$ cat src/rtl/u712_pkg.sv
// Shared types and default cycle lengths for the U712 chip-bus cycle arbiter.
package u712_pkg;

  typedef enum logic [2:0] {
    IDLE = 3'd0,
    DMA  = 3'd1,
    REG  = 3'd2,
    RAM  = 3'd3,
    TERM = 3'd4
  } state_t;

  localparam int DEF_SYNC_STAGES = 2;
  localparam int DEF_RAM_CYCLES  = 6;
  localparam int DEF_REG_CYCLES  = 4;
  localparam int DEF_CNT_W       = 4;

  // True for the two states that hold the bus on behalf of the CPU.
  function automatic logic is_cpu_state(input state_t s);
    return (s == REG) || (s == RAM);
  endfunction

endpackage

$ cat src/rtl/u712_sync_edge.sv
// Multi-flop synchroniser for an asynchronous level, with a one-clock
// rising-edge pulse derived from the synchronised value.
module u712_sync_edge #(
  parameter int   SYNC_STAGES = 2,
  parameter logic RESET_VAL   = 1'b0
) (
  input  logic clk,
  input  logic rst_n,
  input  logic din,
  output logic level,
  output logic rise
);

  logic [SYNC_STAGES-1:0] sync_q;
  logic                   prev_q;

  always_ff @(posedge clk) begin
    if (!rst_n) begin
      sync_q <= {SYNC_STAGES{RESET_VAL}};
      prev_q <= RESET_VAL;
    end else begin
      sync_q <= {sync_q[SYNC_STAGES-2:0], din};
      prev_q <= sync_q[SYNC_STAGES-1];
    end
  end

  assign level = sync_q[SYNC_STAGES-1];
  assign rise  = level & ~prev_q;

endmodule

$ cat src/rtl/u712_chip_cycle_arbiter.sv
// Chip-bus arbiter: slot-aligned hand-off between Agnus DMA and CPU
// chip RAM / chipset register cycles, with registered cycle flags.
module u712_chip_cycle_arbiter
  import u712_pkg::*;
#(
  parameter int SYNC_STAGES = DEF_SYNC_STAGES,
  parameter int RAM_CYCLES  = DEF_RAM_CYCLES,
  parameter int REG_CYCLES  = DEF_REG_CYCLES,
  parameter int CNT_W       = DEF_CNT_W
) (
  input  logic CLK40,
  input  logic RESETn,
  input  logic CCK,
  input  logic DBRn,
  input  logic RAM_REQ,
  input  logic REG_REQ,
  input  logic RnW,
  output logic DMA_CYCLE,
  output logic REG_CYCLE,
  output logic CPU_CYCLE,
  output logic CYCLE_RnW,
  output logic CYCLE_ACK
);

  logic             slot;
  logic             cck_level_unused;
  logic             dbrn_s;
  logic             dbrn_edge_unused;
  logic             dbr;
  state_t           state;
  state_t           nxt_state;
  logic [CNT_W-1:0] cnt;
  logic             cpu_start;

  u712_sync_edge #(
    .SYNC_STAGES (SYNC_STAGES),
    .RESET_VAL   (1'b0)
  ) u_cck_sync (
    .clk   (CLK40),
    .rst_n (RESETn),
    .din   (CCK),
    .level (cck_level_unused),
    .rise  (slot)
  );

  u712_sync_edge #(
    .SYNC_STAGES (SYNC_STAGES),
    .RESET_VAL   (1'b1)
  ) u_dbr_sync (
    .clk   (CLK40),
    .rst_n (RESETn),
    .din   (DBRn),
    .level (dbrn_s),
    .rise  (dbrn_edge_unused)
  );

  assign dbr = ~dbrn_s;

  // Slot decision shared by IDLE and the DMA exit path; REG outranks RAM.
  function automatic state_t pick(input logic d, input logic rg, input logic rm);
    if (d)       return DMA;
    else if (rg) return REG;
    else if (rm) return RAM;
    else         return IDLE;
  endfunction

  always_comb begin
    nxt_state = IDLE;
    case (state)
      IDLE:     nxt_state = slot ? pick(dbr, REG_REQ, RAM_REQ) : IDLE;
      DMA:      nxt_state = (slot && !dbr) ? pick(1'b0, REG_REQ, RAM_REQ) : DMA;
      REG, RAM: nxt_state = (cnt == CNT_W'(1)) ? TERM : state;
      TERM:     nxt_state = IDLE;
      default:  nxt_state = IDLE;
    endcase
  end

  assign cpu_start = is_cpu_state(nxt_state) && !is_cpu_state(state);

  // Outputs are decoded from the next state so they appear with the state.
  always_ff @(posedge CLK40) begin
    if (!RESETn) begin
      state     <= IDLE;
      cnt       <= '0;
      DMA_CYCLE <= 1'b0;
      REG_CYCLE <= 1'b0;
      CPU_CYCLE <= 1'b0;
      CYCLE_ACK <= 1'b0;
      CYCLE_RnW <= 1'b1;
    end else begin
      state <= nxt_state;
      if (cpu_start) begin
        CYCLE_RnW <= RnW;
        cnt       <= (nxt_state == REG) ? CNT_W'(REG_CYCLES) : CNT_W'(RAM_CYCLES);
      end else if (is_cpu_state(state)) begin
        cnt <= cnt - CNT_W'(1);
      end
      DMA_CYCLE <= (nxt_state == DMA);
      REG_CYCLE <= (nxt_state == REG);
      CPU_CYCLE <= (nxt_state == RAM);
      CYCLE_ACK <= (nxt_state == TERM);
    end
  end

endmodule

$ cat config.mk
export PLATFORM = sky130hd
export DESIGN_NAME = u712_chip_cycle_arbiter
export DESIGN_NICKNAME = d
export VERILOG_FILES = /design/src/rtl/u712_pkg.sv /design/src/rtl/u712_sync_edge.sv /design/src/rtl/u712_chip_cycle_arbiter.sv
export SDC_FILE = /design/constraint.sdc
export NUM_CORES = 1
export LEC_CHECK = 0
export ABC_AREA = 1
export BUFFER_PORTS_ARGS = -buffer_cell sky130_fd_sc_hd__buf_4
export CAP_MARGIN = 20
export CELL_PAD_IN_SITES_DETAIL_PLACEMENT = 1
export CELL_PAD_IN_SITES_GLOBAL_PLACEMENT = 1
export CORE_MARGIN = 2
export CORE_UTILIZATION = 35
export DETAILED_ROUTE_END_ITERATION = 6
export PLACE_DENSITY = 0.73
export SLEW_MARGIN = 20
export SYNTH_ARGS = -nofsm -noshare
export SYNTH_HDL_FRONTEND = slang
export SYNTH_SLANG_ARGS = --single-unit
$ cat constraint.sdc
create_clock -name CLK40 -period 1.45 [get_ports CLK40]
set_clock_uncertainty 0.2 [all_clocks]
set_input_delay 0.0725 -clock CLK40 [delete_from_list [all_inputs] [get_ports CLK40]]
set_output_delay 0.0725 -clock CLK40 [all_outputs]
set_load 0.02 [all_outputs]
## After elaboration in Yosys (flattened, before gate mapping)

Index checks and enable logic that the tools add are counted.

| cells by class | value |
|---|---|
| add/subtract/negate cells | 1 |
| multiply operators | 0 |
| divide/modulo/power cells | 0 |
| $lt $le $gt $ge | 0 |
| eq/ne operators | 8 |
| shift operators | 0 |
| mux-type cells | 10 |
| bitwise gates (word level) | 2 |
| reduce and logical (&&, ||, !) cells | 8 |

Operator list:

| cell | count |
|---|---|
| 3-bit by 2-bit equality test with 1-bit output (second input constant) | 4 |
| 3-bit 2-to-1 mux | 3 |
| 3-bit one-hot mux with 3 select lines | 1 |
| 2-bit 2-to-1 mux | 4 |
| 4-bit 2-to-1 mux | 2 |
| 3-bit by 1-bit equality test with 1-bit output (second input constant) | 2 |
| 4-bit by 1-bit equality test with 1-bit output (second input constant) | 1 |
| 4-bit by 1-bit subtractor with 4-bit output (second input constant) | 1 |
| 3-bit equality test (second input constant) | 1 |
| 3-bit logical NOT | 1 |
| 1-bit logical AND | 2 |
| 1-bit logical OR | 2 |
| 2-bit nonzero test | 1 |
| 2-bit OR reduction | 1 |
| 1-bit bitwise AND | 1 |
| 1-bit logical NOT | 1 |
| 1-bit NOT | 1 |

| storage, ports and cells | value |
|---|---|
| flip-flop bits (word level) | 17 |
| bits in latches | 0 |
| bits in writable memories | 0 |
| bits in read-only memories | 0 |
| input port bits | 7 |
| output and inout port bits | 5 |
| memories kept | 0 |

## Logic depth before layout (Yosys ltp)

| logic depth | value |
|---|---|
| depth after elaboration | 9 |
| depth in mapped cells | 9 |
| mapped depth without buffers | 9 |

## By module

From an unflattened synthesis, not the netlist that was laid out.

| second synthesis, totals | value |
|---|---|
| cell total of the unflattened synthesis | 103 |
| area, all modules | 768.2 um^2 |

By module, submodules not included:

| module | instances | cells each | area each (um^2) | sequential area each (um^2) |
|---|---|---|---|---|
| u712_chip_cycle_arbiter | 1 | 82 | 586.8 | 240.2 |
| u712_sync_edge at u_cck_sync | 1 | 11 | 92.6 | 60.1 |
| u712_sync_edge at u_dbr_sync | 1 | 10 | 88.8 | 60.1 |

## Worst setup path after synthesis

No wires, ideal clock.

| timing path | value |
|---|---|
| path kind | reg2reg |
| from | register cnt[0] |
| to | register cnt[1] |
| data arrival time | 1.081 ns |
| required time | 1.184 ns |
| slack | 0.103 ns |
| stages on the path, launching flop included | 7 |
| cell sequence | dfxtp_1 > inv_1 > ha_1 > or2_0 > nand2_1 > inv_1 > a21oi_2 |

| on the way | value |
|---|---|
| longest elaborated chain between the ends | 7 |
| elaborated cells between the ends (all ways) | 12 |
| those cells by class | add/sub: 1; eq/ne: 3; mux: 5; reduce/logical: 3 |

RTL lines:

| what | RTL line | source |
|---|---|---|
| start: declaration | u712_chip_cycle_arbiter.sv:32 | `logic [CNT_W-1:0] cnt;` |
| start signal: assignment | u712_chip_cycle_arbiter.sv:94 | `cnt <= (nxt_state == REG) ? CNT_W'(REG_CYCLES) : CNT_W'(RAM_CYCLES);` |
| start signal: assignment | u712_chip_cycle_arbiter.sv:96 | `cnt <= cnt - CNT_W'(1);` |
| 4-bit by 1-bit equality test with 1-bit output | u712_chip_cycle_arbiter.sv:72 | `REG, RAM: nxt_state = (cnt == CNT_W'(1)) ? TERM : state;` |
| 3-bit 2-to-1 mux | u712_chip_cycle_arbiter.sv:72 |  |
| 3-bit one-hot mux with 3 select lines | u712_chip_cycle_arbiter.sv:69 | `case (state)` |
| 3-bit by 2-bit equality test with 1-bit output (on tied branches) | u712_pkg.sv:19, u712_chip_cycle_arbiter.sv:94 |  |
| 1-bit logical OR | u712_pkg.sv:19 | `return (s == REG) \|\| (s == RAM);` |
| 1-bit logical AND | u712_chip_cycle_arbiter.sv:78 | `assign cpu_start = is_cpu_state(nxt_state) && !is_cpu_state(state);` |
| 4-bit 2-to-1 mux / 2-bit nonzero test (equally long branches) | - |  |

Parallel ways exist; a longest one is shown, timed or not. The select of a mux whose other input is x is not followed.
A chain may end at the register's enable or synchronous reset.

## Final worst setup path

| timing path | value |
|---|---|
| from | input port RESETn |
| to | register u_cck_sync.sync_q[0] |

RTL lines:

| what | RTL line | source |
|---|---|---|
| start: declaration | u712_chip_cycle_arbiter.sv:12 | `input logic RESETn,` |
| end signal: assignment | u712_sync_edge.sv:19 | `sync_q <= {SYNC_STAGES{RESET_VAL}};` |
| end signal: assignment | u712_sync_edge.sv:22 | `sync_q <= {sync_q[SYNC_STAGES-2:0], din};` |
| end: declaration | u712_sync_edge.sv:14 | `logic [SYNC_STAGES-1:0] sync_q;` |

No word-level cell between the ends.

==> qor.csv <==
stage,metric,value,unit
worst_hold_path,hold wc startpoint,RAM_REQ,
final_layout,area occupied by multi-input gates,302,um2
job,number of max-cap violations,0,
place,number of port buffers,11,
setup_path,Worst Setup End Kind,flop,
final_layout,utilization after layout,48.0,%
power_and_ir_drop,VDD IR-drop max,0.000584,V
timing,slew margin rel.,84.4,%
timing,Setup WS post-layout,17.4,ps
place,dpl hpwl,1100,um
floorplanning,IO Pins,12,
floorplanning,die footprint,2360,um2
detailed_routing,drt first pass iters,2,
place,Placed Cells incl. Taps,130,
timing,worst-margin pin slew,233,ps
power_and_ir_drop,sequential power share,57.8,%
status,status,"finished, final reports clean",
timing,final hold vios,0,
timing,final count of pins violating max slew,0,
logic_synthesis,share of flip-flops with an asynchronous set or reset,0,%
logic_synthesis,Post-synth EDFFs,0,
global_routing,GRT overflow,0,
logic_synthesis,Synth area leader,dfxtp_1,
clock_tree,worst skew pair latency,280,ps
clock_tree,clock slew at reported path FFs,90,ps
logic_synthesis,Post-synth top cells,"21 x nand2_1, 17 x dfxtp_1, 15 x inv_1, 9 x nor2_1, 7 x nand3_1",
worst_hold_path,type of the worst min-delay path,primary input to flop,
clock_tree,Num CTS Buffers,3,
global_routing,initial antenna violation count,0,
logic_synthesis,post-synth top area share,49.0,%
setup_path,CP max FO,10,
floorplanning,Die X,48.5,um
place,pre-CTS setup slack,4.43,ps
timing,min Tclk post-route,1430,ps
setup_path,Critical Setup Path Class,primary input to flop,
power_and_ir_drop,Sw Share,24.7,%
final_layout,antenna cells,0,
logic_synthesis,YS warnings,0,
detailed_routing,First DRT Iteration DRCs,2,
logic_synthesis,average size of a mapped cell,7.55,um2
power_and_ir_drop,Internal,648,uW
place,GPL Wtd Cong,0.805,
global_routing,total track usage,14.3,%
timing,RSZ-0062 raised after global routing,false,
detailed_routing,Vias/cell,4.44,
floorplanning,FP Rows,16,
logic_synthesis,Mapped Cells,92,
final_layout,area grow syn2layout,32.8,%
setup_path,crit path DAT,1430,ps
global_routing,largest net degree at the start of global routing,11,
floorplanning,Starting Density,36.1,%
global_routing,global-route wire length before repair,2550,um
logic_synthesis,Post-Syn Area,694,um2
power_and_ir_drop,P_leak,0.000470,uW
clock_tree,CTS tree,yes,
floorplanning,Core ar.,1920,um2
power_and_ir_drop,sw power,212,uW
final_layout,FF/Latch Area,345,um2
logic_synthesis,top-count cell post-synth,nand2_1,
final_layout,fin cells,140,
detailed_routing,DRT antenna net count,0,
detailed_routing,WL final,1490,um
logic_synthesis,synth top area cells,"dfxtp_1 49%, nand2_1 11%, inv_1 8.1%",
power_and_ir_drop,share of power burned in the clock network,28.2,%
clock_tree,H-tree depth,1,
timing,final-report setup violation count,0,
logic_synthesis,syn_nets,101,
setup_path,Crit. Startpoint,RESETn,
logic_synthesis,ys flop type,dfxtp_1,
timing,Tcrit/Tclk final,98.8,%
floorplanning,Die Y,48.5,um
detailed_routing,routed length per instance,10.6,um
setup_path,"Req. time, crit path",1440,ps
detailed_routing,via count of the routed design,622,
logic_synthesis,count of cell types in the netlist,20,
final_layout,# nets final,123,
clock_tree,Root Driver,clkbuf_4,
global_routing,vias in the first global route,639,
setup_path,CP startpoint kind,primary input,
power_and_ir_drop,part of the power in combinational logic,14.0,%
timing,Fmax,0.698,GHz
setup_path,worst r2r src,cnt[0]$_SDFFE_PN0P_,
timing,Total Neg Setup Slack,0,ps
logic_synthesis,Yosys reg bits,17,
detailed_routing,drt drc,0,
final_layout,Fillers,257,
clock_tree,CTS max path bufs,2,
clock_tree,clock sinks,17,
final_layout,share of cells above drive strength 1,27.4,%
logic_synthesis,register area share after synthesis,49.0,%
power_and_ir_drop,Power Density,933,nW/um2
## through the flow
stage	instance area, um2	power, uW	hold slack [ps]
finish	922	860	106
floorplan	694	574	-29.9
global route	922	911	131
CTS	896	869	49.5
detailed placement	813	613	61.4
global placement	813	608	56.4
## kinds of logic after synthesis
group | share of synthesized area [%]
AOI/OAI and AO/OA | 5.76
buffers and inverters | 10.4
and+or+nand+nor | 31.2
adders and majority gates | 3.60
DFF | 49.0
## flip-flops by register name, summed over array words and instances (netlist names)
signal,cells
state,3
DMA_CYCLE,1
CYCLE_ACK,1
CPU_CYCLE,1
cnt,4
CYCLE_RnW,1
REG_CYCLE,1
u_dbr_sync.sync_q,2
u_cck_sync.prev_q,1
u_cck_sync.sync_q,2
## worst max-delay path, cell delays in order
cell and delay (ps):
dlygate4sd3_1 530, buf_4 170, nand2_1 60, dlygate4sd3_1 550
inv_1 40
## routing by layer
layer	global-route usage (%)	vias to the layer above	wire, um
li1	-	319	-
met4	10.0	0	28
met3	3.70	4	73
met1	13.8	288	594
met5	0	-	0
met2	26.4	11	789
## path summary, 6_finish.rpt
check | slack, ps | depth (start not counted) | to
worst max register to register | 50 | 6 | cnt[1]$_SDFFE_PN0P_
worst min register to register | 220 | 1 | u_dbr_sync.sync_q[1]$_SDFF_PN1_
worst min-delay path | 110 | 6 | REG_CYCLE$_SDFF_PN0_
worst max-delay path | 20 | 5 | u_cck_sync.sync_q[0]$_SDFF_PN0_
## final cells by class
type | instances | area share [%]
flip-flops and latches | 17 | 37.4
multi-input cells | 56 | 32.7
repair buffers | 18 | 16.0
inverters | 18 | 7.33
well taps | 27 | 3.66
clock buffers | 4 | 2.85
## power groups by stage
stage,clock (uW),sequential (uW),combinational (uW)
3_5_place_dp,0,509,104
2_1_floorplan,0,510,63.9
5_1_grt,276,499,136
4_1_cts,256,498,116
6_report,243,497,121
3_3_place_gp,0,508,100
## placed cells by master (no fill, tap or decap)
master / count
clkbuf_4: 3
nand3_2: 1
dlygate4sd3_1: 5
a31oi_1: 1
nand2_4: 1
clkbuf_1: 1
dfxtp_1: 15
inv_1: 15
o21ai_0: 1
a21oi_2: 1
o21ai_1: 1
ha_1: 2
nand2_2: 2
buf_4: 13
or2_2: 2
dfxtp_4: 1
nand3_4: 1
nor2_4: 1
dfxtp_2: 1
nand3_1: 5
nor3_1: 3
nor2_1: 9
inv_2: 3
or2_0: 1
a21oi_1: 3
nor2_2: 1
nand2_1: 20
## repair_timing
item,in CTS,in global routing
endpoints found under the hold margin,16,0
gates cloned,0,0
hold buffers,5,0
setup buffers,0,1
endpoints found under the setup margin,1,5
resized for setup,2,5
No activity file was read; power rests on OpenSTA's default activity.
